$ cat config.mk
export PLATFORM = sky130hd
export DESIGN_NAME = ifetch_ctrl_flat
export DESIGN_NICKNAME = d
export VERILOG_FILES = /design/src/rtl/ifetch_bus_if.sv /design/src/rtl/ifetch_ctrl.sv /design/src/flat_wrapper.sv
export SDC_FILE = /design/constraint.sdc
export NUM_CORES = 1
export LEC_CHECK = 0
export CAP_MARGIN = 20
export CORE_ASPECT_RATIO = 1.25
export CORE_MARGIN = 4
export CORE_UTILIZATION = 35
export DETAILED_ROUTE_END_ITERATION = 7
export GPL_ROUTABILITY_DRIVEN = 0
export PLACE_DENSITY = 0.78
export SKIP_LAST_GASP = 1
export SYNTH_ARGS = -nofsm -noshare
export SYNTH_HDL_FRONTEND = slang
export SYNTH_SLANG_ARGS = --single-unit
$ cat constraint.sdc
create_clock -name clk -period 1.9 [get_ports clk]
set_input_delay 0.38 -clock clk [delete_from_list [all_inputs] [get_ports clk]]
set_output_delay 0.38 -clock clk [all_outputs]
set_load 0.02 [all_outputs]
$ cat src/rtl/ifetch_bus_if.sv
// SRAM-like instruction bus between the fetch controller (master) and the
// instruction memory/cache (slave): one address phase, one data phase.
`timescale 1ns/1ps
interface ifetch_bus_if #(
  parameter int DATA_W = 32
);
  logic              inst_req;
  logic [DATA_W-1:0] inst_addr;
  logic              inst_addr_ok;
  logic              inst_data_ok;
  logic [DATA_W-1:0] inst_rdata;

  modport master (
    output inst_req,
    output inst_addr,
    input  inst_addr_ok,
    input  inst_data_ok,
    input  inst_rdata
  );

  modport slave (
    input  inst_req,
    input  inst_addr,
    output inst_addr_ok,
    output inst_data_ok,
    output inst_rdata
  );
endinterface

$ cat src/rtl/ifetch_ctrl.sv
// Instruction fetch controller: issues one bus read per PC, holds the result
// for decode under stall, and drains/discards transactions abandoned by flush.
`timescale 1ns/1ps
module ifetch_ctrl #(
  parameter int DATA_W = 32
) (
  input  logic              clk,
  input  logic              reset,
  input  logic [DATA_W-1:0] pc,
  input  logic              stall,
  input  logic              flush,
  ifetch_bus_if.master      bus,
  output logic [DATA_W-1:0] instr,
  output logic [DATA_W-1:0] instr_pc,
  output logic              i_data_ok,
  output logic              adel
);

  typedef enum logic [2:0] {
    IDLE    = 3'd0,
    REQ     = 3'd1,
    WAIT    = 3'd2,
    DISCARD = 3'd3,
    DONE    = 3'd4
  } state_t;

  state_t            state, state_nxt;
  logic [DATA_W-1:0] instr_r, instr_nxt;
  logic [DATA_W-1:0] pc_r, pc_nxt;
  logic              adel_r, adel_nxt;
  logic              misaligned;

  assign misaligned = (pc[1:0] != 2'b00);

  always_ff @(posedge clk or posedge reset) begin
    if (reset) begin
      state   <= IDLE;
      instr_r <= '0;
      pc_r    <= '0;
      adel_r  <= 1'b0;
    end else begin
      state   <= state_nxt;
      instr_r <= instr_nxt;
      pc_r    <= pc_nxt;
      adel_r  <= adel_nxt;
    end
  end

  always_comb begin
    state_nxt = state;
    instr_nxt = instr_r;
    pc_nxt    = pc_r;
    adel_nxt  = adel_r;
    case (state)
      IDLE: state_nxt = REQ;
      REQ: begin
        // A misaligned PC never reaches the bus; it is reported as a fetch fault.
        if (misaligned) begin
          if (!flush) begin
            state_nxt = DONE;
            instr_nxt = '0;
            pc_nxt    = pc;
            adel_nxt  = 1'b1;
          end
        end else if (bus.inst_addr_ok) begin
          if (flush) begin
            state_nxt = DISCARD;
          end else begin
            state_nxt = WAIT;
            pc_nxt    = pc;
            adel_nxt  = 1'b0;
          end
        end
      end
      WAIT: begin
        if (bus.inst_data_ok) begin
          if (flush) begin
            state_nxt = REQ;
          end else begin
            state_nxt = DONE;
            instr_nxt = bus.inst_rdata;
          end
        end else if (flush) begin
          state_nxt = DISCARD;
        end
      end
      // The accepted read must still complete before the next one may start.
      DISCARD: if (bus.inst_data_ok) state_nxt = REQ;
      DONE:    if (flush || !stall) state_nxt = REQ;
      default: state_nxt = IDLE;
    endcase
  end

  assign bus.inst_req  = (state == REQ) && !misaligned;
  assign bus.inst_addr = pc;
  assign instr         = instr_r;
  assign instr_pc      = pc_r;
  assign i_data_ok     = (state == DONE);
  assign adel          = (state == DONE) && adel_r;

endmodule

$ cat src/flat_wrapper.sv
// flat-port wrapper written by rule: the top's interface ports become plain ports
module ifetch_ctrl_flat 
#(
  parameter int DATA_W = 32
)
  (clk, reset, pc, stall, flush, instr, instr_pc, i_data_ok, adel, bus_inst_req, bus_inst_addr, bus_inst_addr_ok, bus_inst_data_ok, bus_inst_rdata);
  ifetch_bus_if #(.DATA_W(DATA_W)) bus_i ();
  input  logic clk;
  input  logic reset;
  input  logic [DATA_W-1:0] pc;
  input  logic stall;
  input  logic flush;
  output logic [DATA_W-1:0] instr;
  output logic [DATA_W-1:0] instr_pc;
  output logic i_data_ok;
  output logic adel;
  output wire logic [$bits(bus_i.inst_req)-1:0] bus_inst_req;
  output wire logic [$bits(bus_i.inst_addr)-1:0] bus_inst_addr;
  input wire logic [$bits(bus_i.inst_addr_ok)-1:0] bus_inst_addr_ok;
  input wire logic [$bits(bus_i.inst_data_ok)-1:0] bus_inst_data_ok;
  input wire logic [$bits(bus_i.inst_rdata)-1:0] bus_inst_rdata;
  assign bus_inst_req = bus_i.inst_req;
  assign bus_inst_addr = bus_i.inst_addr;
  assign bus_i.inst_addr_ok = bus_inst_addr_ok;
  assign bus_i.inst_data_ok = bus_inst_data_ok;
  assign bus_i.inst_rdata = bus_inst_rdata;
  ifetch_ctrl #(.DATA_W(DATA_W)) u_core (.clk(clk), .reset(reset), .pc(pc), .stall(stall), .flush(flush), .bus(bus_i), .instr(instr), .instr_pc(instr_pc), .i_data_ok(i_data_ok), .adel(adel));
endmodule
==> key figures <==
Global route
  – First-pass GRT wire length: 12900 um
  – Most used routing layer: met2
  – GR Util met1: 0.165
  – Vias in the first global route: 2579
  – Gr usage total: 0.154
  – GR Util met2: 0.279
  – Largest net degree at the start of global routing: 37
  – Met3 Track Usage GR: 0.0495
  – GRT overflow: 0
  – Initial antenna violation count: 0

Timing
  – Final Max Slew Viols: 0
  – Final TNS setup: 0 ns
  – RSZ-0062 raised after global routing: yes
  – Period utilization: 0.994
  – Final hold vios: 0
  – Worst clock skew: 0.00813 ns
  – Slew margin rel.: 0.690
  – Min cycle time layout: 1.89 ns
  – Max Clk Rate: 530 MHz
  – Final setup fails: 0
  – Worst Max-Slew Pin Slew: 0.462 ns

Hold path
  – Hold Crit Class: reg -> reg

Place
  – PortBufs: 168
  – HPWL after DPL: 6210 um
  – Post-DP Area: 0.00481 mm^2

Status
  – Outcome: completed

Yosys
  – Distinct cells, synth: 27
  – Cells after Synth: 266
  – Post-Synthesis Cell Area: 0.00314 mm^2
  – Syn nets: 336
  – YS warnings: 0
  – Yosys reg bits: 68
  – Post-synthesis sequential area ratio: 0.542
  – Post-Syn Area per Cell: 11.8 um^2

Run
  – Max_cap viols: 0

Die
  – I/O Pins: 169
  – Die area: 0.0106 mm^2
  – Initial Utilization: 0.361
  – Die width: 92.7 um
  – Core ar.: 0.00870 mm^2
  – Die height: 114 um
  – Cell Rows: 38

Setup path
  – Required @ worst endpoint: 2.11 ns
  – WP data arrival: 2.10 ns
  – Kind of critical path: reg -> reg
  – Crit path max fanout: 33
  – Worst setup SP type: flop
  – Kind of end point of the critical path: flop
  – Max incr delay on CP: 0.44 ns
  – CP cell instances: or3b_1 > buf_4 > nor3_4 > buf_12 > mux2_2
  – Crit-path slowest cell: or3b_1

Routing
  – DRT iter0 DRCs: 47
  – DRT Pass-1 Iters: 4
  – Number of remaining DRC errors: 0
  – Antenna viol nets, final: 0
  – Via density: 4.49
  – WL/cell: 14.9 um
  – Total routed wirelength: 8050 um
  – Via count: 2433

Layout
  – Final Instance Area: 0.00500 mm^2
  – Share of layout cells above drive strength 1: 0.173
  – Synthesis-to-layout area growth: 59.1%
  – Ant. Diodes: 0
  – Final nets: 487
  – Utilization after layout: 0.574

CTS
  – Clk root buf: clkbuf_8
  – Clock Pin Slew Worst Setup and Hold Paths: 0.08 ns
  – TritonCTS Buffers: 9
  – H-tree depth: 3
  – CTS max path bufs: 2
  – Clk sinks: 68
  – Post-CTS setup buffer count: 0
  – CTS tree: done
  – Worst-Skew Late Latency: 0.33 ns

Pwr
  – Worst vdd ir: 560 uV
  – PwrDens: 1200 mW/mm^2
  – Leak pwr: 0.00241 uW
[sequential cells by signal, summed over array words and instances (netlist names)]
signal           cells
u_core.state         3
u_core.instr_pc     32
u_core.adel_r        1
u_core.instr        32
[layout by cell type, fill, tap and decap left out, types with 2 or more instances in the layout]
master           count
dfrtp_1             68
nand4b_1             2
clkinv_2             3
dlygate4sd2_1        3
inv_1               33
buf_2                2
clkinvlp_4           2
mux2i_1             32
clkbuf_8             9
mux2_2              31
o21ai_0             35
clkdlybuf4s50_1    161
buf_4               17
clkbuf_1             2
[per-layer routing]
layer | routed length [um] | vias to the layer above
met3 | 630 | 10
met1 | 2940 | 1177
met4 | 99 | 0
met2 | 4380 | 95
met5 | 0 | -
li1 | - | 1151
[worst paths after layout]
kind	from	end	slack, ns	cells past startpoint
max in group asynchronous	reset	u_core.instr_pc[24]	1.04	3
max	u_core.state[1]	u_core.instr_pc[12]	0.01	5
min reg2reg	u_core.instr_pc[28]	u_core.instr_pc[28]	0.50	1
min	u_core.instr_pc[28]	u_core.instr_pc[28]	0.50	1
max reg2reg	u_core.state[1]	u_core.instr_pc[12]	0.01	5
min in group asynchronous	reset	u_core.instr_pc[17]	0.52	3
[cell usage after synthesis]
master | count | area (um^2)
nand2b_1 | 1 | 6.26
buf_4 | 32 | 240
dfrtp_1 | 68 | 1700
o21ai_0 | 35 | 175
and3_1 | 1 | 6.26
nor2_1 | 1 | 3.75
buf_6 | 3 | 33.8
nor3b_1 | 1 | 7.51
or2_2 | 1 | 6.26
mux2_1 | 1 | 11.3
nor2b_1 | 1 | 6.26
o21bai_1 | 1 | 7.51
nor3_4 | 1 | 16.3
mux2_2 | 31 | 349
or4b_2 | 1 | 10.0
a21oi_1 | 1 | 5.00
clkbuf_1 | 7 | 26.3
or3b_1 | 1 | 8.76
mux2i_1 | 32 | 320
inv_1 | 34 | 128
buf_2 | 4 | 20.0
and2_1 | 1 | 6.26
or4_1 | 1 | 7.51
nor3_1 | 2 | 10.0
nand3_1 | 1 | 5.00
nand2_1 | 1 | 3.75
nand4b_1 | 2 | 17.5
[stage by stage]
| stage | total power (uW) | hold slack [ns] | setup WS (ns) | instances |
|---|---|---|---|---|
| final | 5970 | 0.505 | 0.0122 | 542 |
| after global routing | 6310 | 0.514 | -0.0323 | 542 |
| after CTS | 6060 | 0.510 | -0.000172 | 542 |
| after detailed placement | 4910 | 0.495 | -0.151 | 526 |
| after global placement | 4840 | 0.475 | -0.134 | 526 |
| after floorplan | 3570 | 0.467 | 0.0469 | 266 |
[report_power, final]
part	switching [uW]	total, uW	internal, uW
logic	1300	2740	1440
clock network	527	1130	601
registers	209	2110	1900
total	2040	5970	3930
[cell families after synthesis]
kind of cell	after synthesis	synth area share
muxes	64	0.217
AOI/OAI and AO/OA	37	0.0598
and+or+nand+nor	17	0.0387
buffers and inverters	80	0.143
DFF	68	0.542
[what timing repair did]
item,4_1_cts,5_1_grt
endpoints found under the setup margin,7,34
hold buffers,0,0
gates resized for setup,14,3
hold endpoints to repair,0,0
[critical path: cells and delay by family (launching register included)]
kind / cells / cell delay [ns]
AND/OR/NAND/NOR: 2 / 0.62
buffers and inverters: 2 / 0.40
flip-flops: 1 / 0.38
multiplexers: 1 / 0.35
[cell type report]
class                   instances  area, um^2
well taps                     120         150
inverters                      34         131
fillers                       777        3700
repair buffers                186        1820
clock buffers                  11         131
multi-input cells             118        1010
clock inverters                 5        52.6
flip-flops and latches         68        1700
Note: power is estimated with default switching activity, not from simulation.
